`config.mk`:
```
export PLATFORM = sky130hd
export DESIGN_NAME = phase_sequencer
export DESIGN_NICKNAME = d
export VERILOG_FILES = /design/src/rtl/phase_sequencer.sv
export SDC_FILE = /design/constraint.sdc
export NUM_CORES = 1
export LEC_CHECK = 0
export ABC_AREA = 1
export ABC_CLOCK_PERIOD_IN_PS = 4040
export CORE_AREA = 2 2 46 80
export DETAILED_ROUTE_END_ITERATION = 8
export DIE_AREA = 0 0 48 82
export PLACE_DENSITY = 0.73
export SYNTH_ARGS = -nofsm -noshare
export SYNTH_HDL_FRONTEND = slang
export SYNTH_SLANG_ARGS = --single-unit
```
`constraint.sdc`:
```
create_clock -name clock -period 4.04 [get_ports clock]
set_input_delay 0.808 -clock clock [delete_from_list [all_inputs] [get_ports clock]]
set_output_delay 0.808 -clock clock [all_outputs]
set_load 0.02 [all_outputs]
```
`src/rtl/phase_sequencer.sv`:
```
// rtl/phase_sequencer.sv - run/stop phase sequencer emitting one-hot strobes for the 5-phase datapath
// Defining PHASE_SEQ_STEP_EN adds the single-step STEP state driven by the step button.
module phase_sequencer #(
  parameter int NPHASE = 5,
  parameter int CNT_W  = 16
) (
  input  logic              clock,
  input  logic              reset,
  input  logic              exec,
  input  logic              step,
  input  logic              halt_req,
  input  logic              stall,
  output logic [2:0]        phase,
  output logic [NPHASE-1:0] phase_bus,
  output logic              running,
  output logic              reset_ps,
  output logic [CNT_W-1:0]  icount
);

`ifdef PHASE_SEQ_STEP_EN
  typedef enum logic [1:0] {IDLE = 2'd0, RUN = 2'd1, STEP = 2'd2} state_t;
`else
  typedef enum logic [1:0] {IDLE = 2'd0, RUN = 2'd1} state_t;
`endif

  localparam logic [2:0]        LAST_PHASE = 3'(NPHASE - 1);
  localparam logic [NPHASE-1:0] FIRST_BUS  = NPHASE'(1);

  state_t             state, state_n;
  logic [2:0]         phase_n;
  logic [NPHASE-1:0]  bus_n;
  logic [CNT_W-1:0]   icount_n;
  logic               stop_pend, stop_n;
  logic               halt_flag, halt_n;
  logic               exec_q, step_q;
  logic [1:0]         rst_sync;
  logic               exec_rise;
  logic               single;
  logic               end_stop;

  // Button edges are masked until the datapath reset has been released.
  assign exec_rise = exec & ~exec_q & ~reset_ps;
  assign reset_ps  = rst_sync[1];
  assign running   = (state != IDLE);

`ifdef PHASE_SEQ_STEP_EN
  logic step_rise;
  assign step_rise = step & ~step_q & ~reset_ps;
  assign single    = (state == STEP);
`else
  logic unused_step;
  assign unused_step = step_q;
  assign single      = 1'b0;
`endif

  always_ff @(posedge clock or negedge reset) begin
    if (!reset) begin
      state     <= IDLE;
      phase     <= 3'd0;
      phase_bus <= '0;
      stop_pend <= 1'b0;
      halt_flag <= 1'b0;
      icount    <= '0;
      exec_q    <= 1'b0;
      step_q    <= 1'b0;
      rst_sync  <= 2'b11;
    end else begin
      state     <= state_n;
      phase     <= phase_n;
      phase_bus <= bus_n;
      stop_pend <= stop_n;
      halt_flag <= halt_n;
      icount    <= icount_n;
      exec_q    <= exec;
      step_q    <= step;
      rst_sync  <= {rst_sync[0], 1'b0};
    end
  end

  always_comb begin
    state_n  = state;
    phase_n  = phase;
    bus_n    = phase_bus;
    stop_n   = stop_pend;
    halt_n   = halt_flag;
    icount_n = icount;
    end_stop = 1'b0;
    case (state)
      IDLE: begin
        if (exec_rise) begin
          state_n = RUN;
          phase_n = 3'd0;
          bus_n   = FIRST_BUS;
        end
`ifdef PHASE_SEQ_STEP_EN
        else if (step_rise) begin
          state_n = STEP;
          phase_n = 3'd0;
          bus_n   = FIRST_BUS;
        end
`endif
      end
      default: begin
        // Events arriving in the final phase still apply to the instruction in flight.
        if (halt_req)
          halt_n = 1'b1;
        if (exec_rise && !single)
          stop_n = 1'b1;
        if (!stall) begin
          if (phase == LAST_PHASE) begin
            icount_n = icount + 1'b1;
            phase_n  = 3'd0;
            end_stop = stop_n | halt_n | single;
            if (end_stop) begin
              state_n = IDLE;
              bus_n   = '0;
              stop_n  = 1'b0;
              halt_n  = 1'b0;
            end else begin
              bus_n = FIRST_BUS;
            end
          end else begin
            phase_n = phase + 3'd1;
            bus_n   = FIRST_BUS << phase_n;
          end
        end
      end
    endcase
  end

endmodule
```
-- Yosys cells after proc, flatten, opt, wreduce, memory -nomap -nowiden
Index checks and enable logic that the tools add are counted.
- equal/unequal tests: 3
- add/sub/neg operators: 2
- reductions and logical operators: 7
- shifts and indexed selects: 1
- mux-type cells: 24
- bitwise operators: 7
- operators by type and width (operator ; count):
    two-way mux 5 bit ; 4
    adder 16 x 1 -> 16 bit (second input constant) ; 1
    two-way mux 3 bit ; 4
    two-way mux 1 bit ; 11
    two-way mux 2 bit ; 5
    nonzero test 2 bit ; 3
    left shift 1 x 3 -> 5 bit (first input constant) ; 1
    NOT 1 bit ; 4
    AND reduction 4 bit ; 1
    adder 3 x 1 -> 3 bit (second input constant) ; 1
    equality test 3 bit (second input constant) ; 1
    AND reduction 3 bit ; 1
    bitwise AND 1 bit ; 2
    logical NOT 2 bit ; 1
    inequality test 2 x 1 -> 1 bit (second input constant) ; 1
    inequality test 2 bit (second input constant) ; 1
    AND reduction 2 bit ; 1
    OR 1 bit ; 1
- input port bits: 6
- logic and storage cells: 52
- register bits after elaboration: 31

-- Logic depth before layout (Yosys ltp)
Gate-level depths: netlist (run 1).
- word-level depth: 10
- gate-level depth with buffers: 10

-- Worst setup path before layout (run 1)
No wires, ideal clock.
- kind: reg-to-reg
- from: register phase[0]
- to: register icount[13]
- path slack: 2459 ps
- arrival time: 1468 ps
- stages on the path, launching flop included: 10
- setup time: 113 ps
- cells stage by stage: dfrtp_1 > inv_1 > ha_1 > nand2_2 > nor2_8 > nand3_4 > nor2_4 > nand3_1 > nand2_1 > inv_1
- word-level cells in the longest chain between the ends: 2
- ends and longest elaborated chain (what ; RTL line ; source):
    from (decl) ; 13 ; output logic [2:0] phase,
    from (signal assigned) ; 69 ; phase <= phase_n;
    equality test 3 bit ; 110 ; if (phase == LAST_PHASE) begin
    AND reduction 3 bit (no line) ; -- ;
    to (signal assigned) ; 73 ; icount <= icount_n;
    to (decl) ; 17 ; output logic [CNT_W-1:0] icount
No other way between the ends.
A chain may end at the register's enable or synchronous reset.

-- Worst setup path in the final report (run 1)
- from: register state[0]
- to: output port running
- word-level cells in the longest chain between the ends: 1
- ends and longest elaborated chain (what ; RTL line ; source):
    from (decl) ; 29 ; state_t state, state_n;
    from (signal assigned) ; 68 ; state <= state_n;
    nonzero test 2 bit ; 44 ; assign running = (state != IDLE);
    to (decl) ; 15 ; output logic running,
No other way between the ends.

==> results of run 1 <==
==> final cells by class <==
class / count / area [um2] / area share [%]
well taps: 45 / 56.3 / 2.85
repair buffers: 31 / 308 / 15.6
inverters: 23 / 86.3 / 4.37
multi-input cells: 113 / 678 / 34.3
clock inverters: 2 / 12.5 / 0.633
clock buffers: 6 / 82.6 / 4.18
flip-flops and latches: 30 / 753 / 38.1
==> state kept, by name (all words and copies together), names as in the netlist <==
name / cells
exec_q: 1
halt_flag: 1
icount: 16
phase: 3
phase_bus: 5
rst_sync: 2
state: 1
stop_pend: 1
==> power by group through the flow <==
stage | sequential, mW | combinational (mW) | clock [mW]
global placement | 0.424 | 0.366 | 0
global route | 0.436 | 0.418 | 0.270
floorplan | 0.480 | 0.166 | 0
CTS | 0.426 | 0.380 | 0.253
finish | 0.426 | 0.374 | 0.246
detailed placement | 0.431 | 0.378 | 0
==> path summary, 6_finish.rpt <==
kind	startpoint	cells past startpoint	slack, ns	end
max in group asynchronous	reset	2	2.80	rst_sync[0]
hold / removal	rst_sync[0]	0	0.35	rst_sync[1]
setup / recovery	state[0]	1	1.81	running
setup reg to reg	phase[0]	9	2.35	icount[15]
hold reg to reg	rst_sync[0]	0	0.35	rst_sync[1]
min in group asynchronous	reset	2	0.92	exec_q
==> cell usage after synthesis, drive strengths merged <==
library cell,number,area [um2]
nand3b,1,7.51
inv,23,86.3
nand3,13,77.6
nand2,41,161
xor2,9,78.8
nor3,5,35.0
ha,7,87.6
xnor2,3,26.3
o21ai,9,45.0
dfrtp,28,701
nand4,3,18.8
nor2,18,121
a21oi,3,15.0
conb,1,3.75
dfstp,2,52.6
==> layer usage <==
metal | GRT usage (%) | vias to the layer above | part of all wire (%)
met5 | 0 | - | 0
met4 | 6.76 | 0 | 0.59
met3 | 3.52 | 2 | 3.5
met2 | 34.5 | 29 | 58
met1 | 20.4 | 607 | 38
li1 | - | 595 | -
==> logic make-up after synthesis <==
| group | count (synthesis) | share of synthesized area (%) |
|---|---|---|
| simple gates | 81 | 27.8 |
| flops | 30 | 49.6 |
| buf+inv | 23 | 5.69 |
| compound gates | 12 | 3.96 |
| xor+xnor | 12 | 6.93 |
| fa+ha+maj | 7 | 5.77 |
| other cells | 1 | 0.247 |
==> metrics by stage <==
| step | area [um2] | std cells |
|---|---|---|
| after global placement | 1880 | 242 |
| after CTS | 1980 | 250 |
| after detailed placement | 1880 | 242 |
| final | 1980 | 250 |
| after global routing | 1980 | 250 |
| after floorplan | 1520 | 166 |
==> metrics.md, run 1 <==
| Metric | Value |
|---|---|
| Status | `finished, final reports clean` |
| Critical-path cell with the highest stage delay | `clkdlybuf4s50_1` |
| Congestion Overflow GR | `0` |
| Antenna violations before repair | `0` |
| Min-delay worst type | `reg -> reg` |
| Worst clock skew | `roughly 0.0053 ns` |
| Die Ht | `a little over 80 um` |
| RSZ-0062 raised after global routing | `no` |
| CP peak stage delay | `roughly 0.66 ns` |
| Clock Sinks | `30` |
| Vias in the first global route | `between 1000 and 1500` |
| Drt first pass iters | `4` |
| Total power | `between 1 and 1.5 mW` |
| Setup_tns | `0 ns` |
| Critical Path RT | `roughly 3.2 ns` |
| Max clock buf depth | `2` |
| Distinct cells, synth | `21` |
| Total GRT Usage | `a little under a fifth` |
| Total Wirelength | `between 3000 and 4000 um` |
| Max IR drop VDD | `around 0.38 mV` |
| Area of the mapped netlist | `roughly 1500 um2` |
| Sequential Power Share | `between 40% and 50%` |
| DR WL/cell | `13.0 um` |
| Most frequent cells in the layout | `38 x nand2_1, 30 x clkdlybuf4s50_1, 28 x dfrtp_1` |
| Worst Setup Path Type | `reg -> out` |
| Worst EP arrival | `between 1 and 1.5 ns` |
| Mapped Avg Cell Area | `roughly 9.1 um2` |
| Final GP Congestion | `roughly 0.88` |
| Largest net degree at the start of global routing | `31` |
| Die ar. | `3940 um2` |
| Post-layout util | `roughly three fifths` |
| Vias per cell | `~4.9` |
| Layout Nets | `217` |
| Commonest non-fill, non-tap cell in the layout | `nand2_1` |
| Fillcell total | `291` |
| Via count | `between 1000 and 1500` |
| Chip width | `48 um` |
| Layout cell share with drive strength beyond 1 | `between 10 and 15%` |
| Final Cycle Share | `between 50% and 60%` |
| Worst setup SP type | `flop` |
| Worst setup margin | `1.81 ns` |
| Antenna diodes | `0` |
| Yosys reg bits | `30` |
| Worst skew pair latency | `about 0.27 ns` |
| Worst-path clk slew | `around 0.060 ns` |
| DR DRC count | `0` |
| Slew Viols, Final | `0` |
| Hold_buf cts | `0` |
| Num rows | `28` |
| P_leak | `about 0.95 nW` |
| Post-route minimum period | `around 2.2 ns` |
| Power Density | `between 500 and 600 nW/um2` |
| Remaining antenna violation count | `0` |
| H-tree Lvls | `2` |
| Family with the most delay on the worst path | `buffers and inverters` |
| CORE AREA | `~3300 um2` |
| Post-cts resize count | `0` |
| HPWL Detailed | `2470 um` |
| CP max FO | `7` |
| Worst hold slack | `0.352 ns` |
| MaxCap Viol Count | `0` |
| CTS root buf | `clkbuf_8` |
| Ys Warns | `0` |
| Sw Share | `a little under two fifths` |
| Finish-stage setup viols | `0` |
| Cell Chain, Critical Path | `clkdlybuf4s50_1` |
| Crit end category | `output pin` |
| Clock network power share | `a little under a quarter` |
| Int Pwr | `between 0.6 and 0.7 mW` |
| Fmax | `approximately 450 MHz` |
| Setup Fix Bufs, Post-CTS | `0` |
| Initial Util | `roughly 46%` |
| Seq/Total Area, Yosys | `about half` |
| Setup WS pre-CTS | `1.75 ns` |
| Initial detailed-routing violation count | `31` |
| NetSw | `between 0.3 and 0.4 mW` |
| IO buf count | `30` |
| I/O pins | `32` |
| TritonCTS buffer count | `5` |
| Comb pwr share | `~36%` |
| Net count after synthesis | `179` |
| Final hold vios | `0` |
| CP bufs+invs | `1` |
| First-pass GRT wire length | `between 5000 and 6000 um` |
| Area growth from synthesis to layout | `30.3%` |
| Synth Instances | `about 170` |
| CTS tree | `built` |
Note: power is estimated with default switching activity, not from simulation.
==> inputs of run 2 (changes only) <==
ABC_CLOCK_PERIOD_IN_PS = 2100   (was 4040)
clock period = 2.1 ns   (was 4.04 ns; I/O delays follow)
==> run 2 against run 1 <==
Effect of this change:
- first-iteration DRC count shrank 6.5%
- critical path depth is the same
- power grew 94%
- combinational power grew 93%
- worst hold slack gained 0.0073 ns
- sequential share of layout area is the same
- register-to-register slack lost 1.9 ns
- die area is the same
- clock power grew 98%
- via count shrank 2.9%
- critical path type unchanged
- largest cell class unchanged
==> metrics.md, run 2 (synthesis gave the netlist of run 1 again) <==
| Metric | Value |
|---|---|
| Status | `finished, final reports clean` |
| Initial detailed-routing violation count | `29` |
| Worst EP arrival | `1.43 ns` |
| Max IR drop VDD | `between 0.4 and 0.5 mV` |
| CP peak stage delay | `0.66 ns` |
| Fmax | `between 500 and 600 MHz` |
| Setup_tns | `0 ns` |
| Top flop regs | `icount: 16 flops, phase_bus: 5 flops, phase: 3 flops` |
| CP max FO | `7` |
| Final GP Congestion | `0.899` |
| Largest net degree at the start of global routing | `31` |
| Worst skew pair latency | `~0.28 ns` |
| TritonCTS buffer count | `5` |
| Worst-path clk slew | `about 0.070 ns` |
| Area growth from synthesis to layout | `30.3%` |
| I/O pins | `32` |
| Worst clock skew | `~0.0030 ns` |
| HPWL Detailed | `2390 um` |
| Die Ht | `~80 um` |
| RSZ-0062 raised after global routing | `no` |
| Slew Viols, Final | `0` |
| Family with the most delay on the worst path | `buffers and inverters` |
| Commonest non-fill, non-tap cell in the layout | `nand2_1` |
| CTS tree | `built` |
| Max clock buf depth | `2` |
| CP bufs+invs | `1` |
| Max reg flops | `16` |
| CTS root buf | `clkbuf_8` |
| Final Cycle Share | `approximately 88%` |
| Hold_buf cts | `0` |
| Total Wirelength | `3140 um` |
| Final hold vios | `0` |
| Post-route minimum period | `1.85 ns` |
| Die ar. | `roughly 3900 um2` |
| Most flops, register | `icount` |
| Worst setup margin | `~0.25 ns` |
| Total power | `slightly above 2 mW` |
| Vias per cell | `4.79` |
| Worst Setup Path Type | `reg -> out` |
| Crit end category | `output pin` |
| Chip width | `48 um` |
| Congestion Overflow GR | `0` |
| Min-delay worst type | `reg -> reg` |
| Vias in the first global route | `1214` |
| Antenna diodes | `0` |
| P_leak | `about 0.95 nW` |
| Initial Util | `a little under half` |
| Critical Path RT | `~1.7 ns` |
| Via count | `~1200` |
| Setup Fix Bufs, Post-CTS | `0` |
| First-pass GRT wire length | `~5300 um` |
| Clock Sinks | `30` |
| Total GRT Usage | `between 10% and 20%` |
| Num rows | `28` |
| Antenna violations before repair | `0` |
| Most frequent cells in the layout | `38 x nand2_1, 30 x clkdlybuf4s50_1, 28 x dfrtp_1` |
| H-tree Lvls | `2` |
| DR WL/cell | `~13 um` |
| Setup WS pre-CTS | `roughly 0.23 ns` |
| MaxCap Viol Count | `0` |
| Finish-stage setup viols | `0` |
| Layout Nets | `~220` |
| Power Density | `approximately 1000 nW/um2` |
| DR DRC count | `0` |
| Reg2reg setup slack | `0.44 ns` |
| Drt first pass iters | `4` |
| Remaining antenna violation count | `0` |
| Placed insts | `roughly 240` |
| Layout cell share with drive strength beyond 1 | `12.7%` |
| Non-Filler Instances | `between 200 and 300` |
| Post-cts resize count | `0` |
| CORE AREA | `3330 um2` |
| Critical-path cell with the highest stage delay | `clkdlybuf4s50_1` |
| Cell Chain, Critical Path | `clkdlybuf4s50_1` |
| IO buf count | `30` |
| Worst setup SP type | `flop` |
run 2: cell counts in the layout (fill, tap and decap cells not counted):
No cell type changed its count.
run 2: metal layers:
metal  GRT usage, %  vias up  wire length, um
met4           8.92        0               64
met1           20.4      572             1200
met3           4.84        6              134
met2           33.3       31             1740
met5              0        -                0
li1               -      588                -
run 2: power by group:
group / internal [mW] / total [mW] / switching [mW]
Combinational: 0.308 / 0.722 / 0.414
Sequential: 0.694 / 0.817 / 0.122
Clock: 0.263 / 0.488 / 0.225
Total: 1.26 / 2.03 / 0.761
run 2: final timing paths:
kind,from,end,depth (start not counted)
max,state[0],running,1
min reg2reg,rst_sync[0],rst_sync[1],0
min,rst_sync[0],rst_sync[1],0
max reg2reg,phase[0],icount[13],9
max in group asynchronous,reset,rst_sync[0],2
min in group asynchronous,reset,exec_q,2
run 2: stage by stage:
step / area (um2) / util [%] / hold slack [ns]
after global routing: 1980 / 59.4 / 0.365
final: 1980 / 59.4 / 0.360
after CTS: 1980 / 59.4 / 0.361
after floorplan: 1520 / - / 0.124
after global placement: 1880 / 56.5 / 0.347
after detailed placement: 1880 / 56.5 / 0.352
run 2: layout make-up:
class / count / area [um2]
tap: 45 / 56.3
sequential: 30 / 753
inverter: 23 / 86.3
clock buffer: 6 / 82.6
multi-input combinational: 113 / 678
fill: 285 / 1350
clock inverter: 2 / 12.5
timing repair buffer: 31 / 308
